==> src/rtl/fetch_unit.sv <==
// Instruction fetch stage: owns the PC, reads instruction memory and hands each
// instruction downstream with valid/ready. Optional halt support via FETCH_HALT_EN.
module fetch_unit #(
    parameter int                  PC_WIDTH    = 12,
    parameter int                  INSTR_WIDTH = 16,
    parameter logic [PC_WIDTH-1:0] RESET_PC    = '0,
    parameter logic [1:0]          BR_OPCODE   = 2'd2
`ifdef FETCH_HALT_EN
    ,
    parameter logic [INSTR_WIDTH-1:0] HALT_INSTR = {INSTR_WIDTH{1'b1}}
`endif
) (
    input  logic                   clk,
    input  logic                   rst_n,
    output logic                   imem_req,
    output logic [PC_WIDTH-1:0]    imem_addr,
    input  logic [INSTR_WIDTH-1:0] imem_rdata,
    input  logic                   imem_valid,
    output logic [INSTR_WIDTH-1:0] instr_out,
    output logic                   instr_valid,
    input  logic                   instr_ready,
    output logic [PC_WIDTH-1:0]    pc_out,
    input  logic                   branch_res,
    input  logic [PC_WIDTH-1:0]    new_pc,
    output logic [15:0]            br_taken_cnt,
    output logic                   halted
);

    typedef enum logic [2:0] {
        IDLE,
        FETCH,
        ISSUE,
        BR_WAIT
`ifdef FETCH_HALT_EN
        ,
        HALT
`endif
    } state_t;

    state_t               state;
    logic [PC_WIDTH-1:0]  pc;

    assign imem_addr = pc;

`ifndef FETCH_HALT_EN
    assign halted = 1'b0;
`endif

    // imem_req is raised on every entry into FETCH so it is valid in the FETCH cycle itself.
    always_ff @(posedge clk or negedge rst_n) begin
        if (!rst_n) begin
            state        <= IDLE;
            pc           <= RESET_PC;
            imem_req     <= 1'b0;
            instr_out    <= '0;
            instr_valid  <= 1'b0;
            pc_out       <= RESET_PC;
            br_taken_cnt <= '0;
`ifdef FETCH_HALT_EN
            halted       <= 1'b0;
`endif
        end else begin
            case (state)
                IDLE: begin
                    state    <= FETCH;
                    imem_req <= 1'b1;
                end
                FETCH: begin
                    if (imem_valid) begin
                        instr_out   <= imem_rdata;
                        pc_out      <= pc;
                        instr_valid <= 1'b1;
                        imem_req    <= 1'b0;
                        state       <= ISSUE;
                    end
                end
                ISSUE: begin
                    if (instr_ready) begin
                        instr_valid <= 1'b0;
                        pc          <= pc + PC_WIDTH'(1);
`ifdef FETCH_HALT_EN
                        if (instr_out == HALT_INSTR) begin
                            state  <= HALT;
                            halted <= 1'b1;
                        end else
`endif
                        if (instr_out[1:0] == BR_OPCODE) begin
                            state <= BR_WAIT;
                        end else begin
                            state    <= FETCH;
                            imem_req <= 1'b1;
                        end
                    end
                end
                BR_WAIT: begin
                    // The branch stage's registered result is only trusted in this bubble.
                    if (branch_res) begin
                        pc <= new_pc;
                        if (br_taken_cnt != 16'hFFFF) begin
                            br_taken_cnt <= br_taken_cnt + 16'd1;
                        end
                    end
                    state    <= FETCH;
                    imem_req <= 1'b1;
                end
`ifdef FETCH_HALT_EN
                HALT: begin
                    state <= HALT;
                end
`endif
                default: begin
                    state    <= IDLE;
                    imem_req <= 1'b0;
                end
            endcase
        end
    end

endmodule

==> config.mk <==
export PLATFORM = sky130hd
export DESIGN_NAME = fetch_unit
export DESIGN_NICKNAME = d
export VERILOG_FILES = /design/src/rtl/fetch_unit.sv
export SDC_FILE = /design/constraint.sdc
export NUM_CORES = 1
export LEC_CHECK = 0
export CAP_MARGIN = 25
export CELL_PAD_IN_SITES_DETAIL_PLACEMENT = 1
export CELL_PAD_IN_SITES_GLOBAL_PLACEMENT = 1
export CORE_MARGIN = 5
export CORE_UTILIZATION = 30
export DETAILED_ROUTE_END_ITERATION = 16
export HOLD_SLACK_MARGIN = 0.03
export PLACE_DENSITY = 0.69
export SLEW_MARGIN = 20
export SYNTH_ARGS = -nofsm -noshare
export SYNTH_HDL_FRONTEND = slang
export SYNTH_SLANG_ARGS = --single-unit
==> constraint.sdc <==
create_clock -name clk -period 2.1 [get_ports clk]
set_input_delay 0.315 -clock clk [delete_from_list [all_inputs] [get_ports clk]]
set_output_delay 0.315 -clock clk [all_outputs]
set_load 0.05 [all_outputs]
==> impl_metrics.yaml <==
worst_setup_path:
  cp-start-kind: "flip-flop"
  crit_arrival_ps: 1690
  crit_required_ps: 1780
  max_stage_delay_ps: 860
  worstSetupEndpointType: "output pin"
  r2r_slack_ps: 280
  cp_cell_sequence: "clkdlybuf4s50_1"
  worstSetupPathType: "reg2out"
  crit_slowest_cell: "clkdlybuf4s50_1"
  path_delay_family: "buffers and inverters"
  crit_buf_inv: 1
  crit_fanout: 7
cells_and_area:
  layout-drive-gt1-share: 0.104
  diodes: 0
  mostFrequentLayoutCell: "clkdlybuf4s50_1"
  fill_cells: 1094
  multi_input_area_um2: 1310
  most-common-layout-cells: "clkdlybuf4s50_1 (88), dfrtp_1 (60), mux2_1 (28)"
  seqCellArea_um2: 1500
  nets: 377
  area_growth_pct: 41.5
timing:
  rsz0062_at_grt: "no"
  final_hold_viol_count: 0
  worst_pin_slew_ps: 666
  fin_tns_setup_ps: 0
  fmax_ghz: 0.499
  final_max_slew_viol_count: 0
  layout_worst_path_cycle_share: 0.954
  max_slew_margin: 0.556
  finalClockSkew_ps: 8.78
  finalSetupViolCount: 0
  finalCriticalPeriod_ps: 2000
grt:
  grt-ovfl-total: 0
  grt_pass1_vias: 2538
  grt_max_degree: 35
  grt_util_all_layers: 0.139
  grt_pass1_wl_mm: 12.9
  antenna_found_initial: 0
route:
  viasPerCell: 4.85
  post_drt_wl_per_cell_um: 16.1
  drt-initial-drc-count: 63
  vias: 2322
  routed_wl_mm: 7.72
  first_pass_iters: 4
  drc: 0
  antenna_left: 0
floorplanning:
  rows: 36
  die_w_um: 109
  die_y_um: 109
  core_um2: 9640
  pin_count: 92
  start_util: 0.303
  die-area_um2: 11800
synth:
  synth.largest_area_cell: "dfrtp_1"
  synth_top_area_frac: 0.514
  synth_fa_ha_area_frac: 0.00857
  synthArstFlopShare: 1.00
  synth_top_family_by_area: "simple AND/OR/NAND/NOR gates"
  synth_mux_area_frac: 0.124
  ys_seq_elements: 60
  yosys.area_share.simple: 0.158
  yosys_warnings: 0
  yosysSeqAreaShare: 0.514
  synth_edf_count: 0
  synth_cells: 249
  synthesis.nets: 284
  synth_area_per_cell_um2: 11.7
  ys_types: 53
  synth_ff_type: "dfrtp_1"
  synth_xor_xnor_area_share: 0.0240
  synth_compound_gate_area_share: 0.131
  synthesis.area_um2: 2920
  synthTopCellsByArea: "dfrtp_1 (51%), mux2_1 (11%), a21oi_1 (3.3%)"
power_and_ir_drop:
  p_total_uw: 6700
  ir_drop_uv: 963
  p_leak_uw: 0.00168
  power.density_nw_per_um2: 1620
cts:
  h-tree-depth: 3
  clkTransAtPathRegs_ps: 70
  cts_buffer_depth: 2
  cts_made_buffers: 9
  clk_latency_ps: 330
  cts_tree: "done"
  cts.sinks: 60
  root_buffer: "clkbuf_8"
  post-cts-setup-buffer-count: 0
min_path:
  hold_class: "reg2reg"
placement:
  place.gp.congestion: 0.751
  portBuffers: 90
  hpwl_mm: 5.65
status:
  status: "complete, no violations"
run:
  max_cap_violations: 0
==> Yosys cell counts, types with 3 or more instances <==
cell and instances:
a21oi_1 19, a2bb2oi_1 7, a41oi_1 5, and2_1 4, and3_1 6, buf_2 9, buf_4 3, dfrtp_1 60
mux2_1 28, nand2_1 18, nand3_1 11, nand4_1 11, nor2_1 5, o21ai_0 7, o22ai_1 6, xnor2_1 3
xor2_1 5
==> report_power, final <==
group          internal (uW)  switching [uW]  leakage, uW
logic                   1340            2420     0.000875
clock network            483             438    0.0000893
registers               1620             402     0.000720
total                   3440            3260      0.00168
==> stage by stage <==
step / utilization / hold slack [ps] / std cells / cell area, um^2 / setup slack, ps
6_report: 0.429 / 493 / 479 / 4140 / 96.8
5_1_grt: 0.429 / 513 / 479 / 4140 / 28.0
4_1_cts: 0.429 / 499 / 479 / 4130 / 40.5
3_5_place_dp: 0.410 / 392 / 463 / 3950 / 179
3_3_place_gp: 0.410 / 383 / 463 / 3950 / 235
2_1_floorplan: - / 19.4 / 249 / 2920 / 273
==> registers in the layout, indices dropped and copies added, names as in the netlist <==
signal,flops
instr_valid,1
pc_out,12
state,2
imem_req,1
imem_addr,12
instr_out,16
br_taken_cnt,16
==> what timing repair did <==
item	4_1_cts	5_1_grt
hold endpoints to repair	23	0
setup endpoints to repair	0	1
resized for setup	0	1
hold buffers	1	0
==> final timing paths <==
check	end	cells after the start	startpoint
max	br_taken_cnt[9]	1	br_taken_cnt[9]
min	pc_out[1]	1	pc_out[1]
max reg2reg	br_taken_cnt[14]	5	br_taken_cnt[0]
min reg2reg	pc_out[1]	1	pc_out[1]
max in group asynchronous	br_taken_cnt[5]	3	rst_n
min in group asynchronous	instr_out[15]	2	rst_n
==> logic make-up after synthesis <==
group,count (synthesis)
AO/OA/AOI/OAI,56
AND/OR/NAND/NOR,72
adder cells (fa/ha/maj),2
multiplexers,32
XOR/XNOR,8
flip-flops,60
buffers and inverters,18
other,1
==> layout make-up <==
| cell class | count | share of cell area |
|---|---|---|
| Sequential cell | 60 | 0.363 |
| Clock inverter | 2 | 0.00242 |
| Timing Repair Buffer | 98 | 0.238 |
| Tap cell | 133 | 0.0402 |
| Clock buffer | 13 | 0.0384 |
| Multi-Input combinational cell | 171 | 0.316 |
| Inverter | 2 | 0.00182 |
==> layer usage <==
layer	GRT usage	part of all wire	vias to the layer above
met5	0	0	-
met1	0.181	0.45	1140
li1	-	-	1112
met2	0.216	0.47	62
met3	0.0509	0.070	8
met4	0.0460	0.012	0
(Power assumes the default switching activity.)
==> edit, RTL diff (same settings) <==
`INSTR_WIDTH`: 16 -> 12.
--- a/src/rtl/fetch_unit.sv
+++ b/src/rtl/fetch_unit.sv
@@ -2,7 +2,7 @@
 // instruction downstream with valid/ready. Optional halt support via FETCH_HALT_EN.
 module fetch_unit #(
     parameter int                  PC_WIDTH    = 12,
-    parameter int                  INSTR_WIDTH = 16,
+    parameter int                  INSTR_WIDTH = 12,
     parameter logic [PC_WIDTH-1:0] RESET_PC    = '0,
     parameter logic [1:0]          BR_OPCODE   = 2'd2
 `ifdef FETCH_HALT_EN
Interface: changed (resized imem_rdata and instr_out); port bits go from 92 to 84. No check against the original RTL was run, so the function may have changed too.
==> edit against the original RTL <==
  * Design area shrank 10%
  * Synthesized area shrank 8.9%
  * Cell count shrank 10%
  * Total power shrank 9.7%
  * Setup slack gained 0.010 ns
  * Die area shrank 8.1%
  * Via count shrank 7.1%
  * Sequential cell count shrank 4
  * Clock skew shrank 0.0021 ns
  * Count of clock-buffer cells in the layout shrank 5
  * Non-clock buffer count shrank 9
  * Wire length shrank 7.8%
  * Combinational power shrank 6.1%
  * Critical endpoint is now imem_addr[6]
==> edit: results (changes against the original RTL) <==
[finish]
largest_reg_flops = 16
nets = 353  ; -6.4%
regMostFlops = br_taken_cnt
drive_gt1_share_pct = 14.24  ; +3.8 points
diodes = 0  ; unchanged
fillCellCount = 997  ; -8.9%

[synthesis]
syn-num-nets = 269  ; -5.3%
synthFlopType = dfrtp_1
synth.avg_cell_area_um2 = 11.19  ; -4.7%
synthArstFlopShare_pct = 100.0  ; unchanged
synth_seq_area_share_pct = 52.63  ; +1.2 points
yosysWarningCount = 0  ; unchanged
synthDistinctLibCells = 43  ; -19%
yosys-top-cells-count = 56 x dfrtp_1, 25 x mux2_2, 22 x nand2_1
synth_area_leaders = dfrtp_1 53%, mux2_2 11%, nand2_1 3.1%

[route]
drt_wl_total_um = 7115  ; -7.8%
drtPass1Iterations = 4  ; unchanged
vias_per_cell = 5.005  ; +3.2%
drt_iter0_markers = 33  ; -48%
wl_per_cell_um = 16.51  ; +2.5%

[critical_path]
crit_path_end = imem_addr[6]
cpMaxStageDelayCell = clkdlybuf4s50_1
crit_fanout = 9  ; +2
worstRegToRegCells = 5  ; unchanged
critical_path.max_stage_delay_ns = 0.87
reg2reg_slack_ns = 0.25  ; -0.03 ns
timing.rr.end = br_taken_cnt[1]
cp_top_family = buffers and inverters
r2r_start = br_taken_cnt[0]
crit_start = imem_addr[6]

[cts]
cts_buffers = 5  ; -4
htreeDepth = 2  ; -1
root_buffer = clkbuf_8
clkSlewWorstSetupHoldPaths_ns = 0.10  ; +0.03 ns
insertion_delay_ns = 0.30  ; -0.03 ns
clockBufferDepth = 2  ; unchanged

[global_route]
grt_pass1_wl_um = 12080  ; -6.4%
grt.total_usage_pct = 13.37  ; -0.58 points
antenna_found_initial = 0  ; unchanged
grt_max_degree = 57  ; +63%
grt_pass1_vias = 2436  ; -4.0%

[min_path]
min_path_type = register to register
holdPathStages = 1  ; unchanged

[run_status]
status = completed

[place]
place.detailed.hpwl_um = 5228  ; -7.5%
dp_cells = 422  ; -8.9%
placement.io_buffers = 82  ; -8.9%
gp_congestion = 0.7420  ; -1.3%

[power_and_ir_drop]
p_leak_nw = 1.533  ; -9.0%
ir_worst_vdd_mv = 0.8017  ; -17%

[timing]
slew_headroom_pct = 62.69  ; +7.1 points
clock_skew_ns = 0.006715  ; -0.002066 ns

==> edit: stage by stage <==
stage          hold slack, ns  worst slack (ns)  area, um^2  util [%]  power (mW)
2_1_floorplan         0.01941            0.1340        2663         -       4.245
3_3_place_gp           0.3460           0.09632        3612     41.62       5.421
3_5_place_dp           0.3465           0.07023        3612     41.62       5.493
4_1_cts                0.5160           0.08365        3712     42.78       6.134
5_1_grt                0.5333           0.02407        3712     42.78       6.402
6_report               0.5114            0.1068        3712     42.78       6.046
==> edit: how the worst min path moves through the flow <==
stage               startpoint               to  slack [ns]
floorplan                rst_n  br_taken_cnt[0]        0.02
global placement         rst_n       pc_out[11]        0.35
detailed placement       rst_n       pc_out[11]        0.35
CTS                  pc_out[2]        pc_out[2]        0.52
global route         pc_out[9]        pc_out[9]        0.53
finish               pc_out[2]        pc_out[2]        0.51
==> edit: power breakdown <==
part           switching [mW]  internal, mW  total [mW]
Clock                   0.340         0.270       0.611
Sequential              0.407          1.51        1.92
Combinational            2.23          1.29        3.52
==> edit: repair_timing <==
item | in CTS | in global routing
setup buffers | 0 | 0
resized for setup | 0 | 0
hold buffers | 1 | 0
endpoints found under the hold margin | 56 | 0
setup endpoints to repair | 0 | 0
==> edit: area by class of cell <==
class	count	area, um^2	share of cell area (%)
Multi-Input combinational cell	168	1195	32.19
Timing Repair Buffer	89	883.3	23.80
Tap cell	108	135.1	3.640
Inverter	2	7.507	0.2022
Sequential cell	56	1401	37.75
Clock buffer	8	90.09	2.427
==> edit: kinds of logic (layout without fill, tap and decap cells) <==
family	count (synthesis)	count (layout)	share of synthesized area, %
AOI/OAI and AO/OA	47	47	11.28
adders and majority gates	2	2	0.9397
other	1	1	0.1408
buffers and inverters	14	99	2.491
DFF	56	56	52.63
muxes	29	29	12.36
xor gates and xnor gates	10	10	3.289
and+or+nand+nor	79	79	16.87
==> edit: metal layers <==
metal | routed length [um] | vias to the layer above | GRT usage (%)
met3 | 298 | 12 | 3.104
li1 | - | 1038 | -
met4 | 161 | 0 | 4.718
met2 | 3535 | 47 | 23.09
met1 | 3119 | 1060 | 16.24
met5 | 0 | - | 0
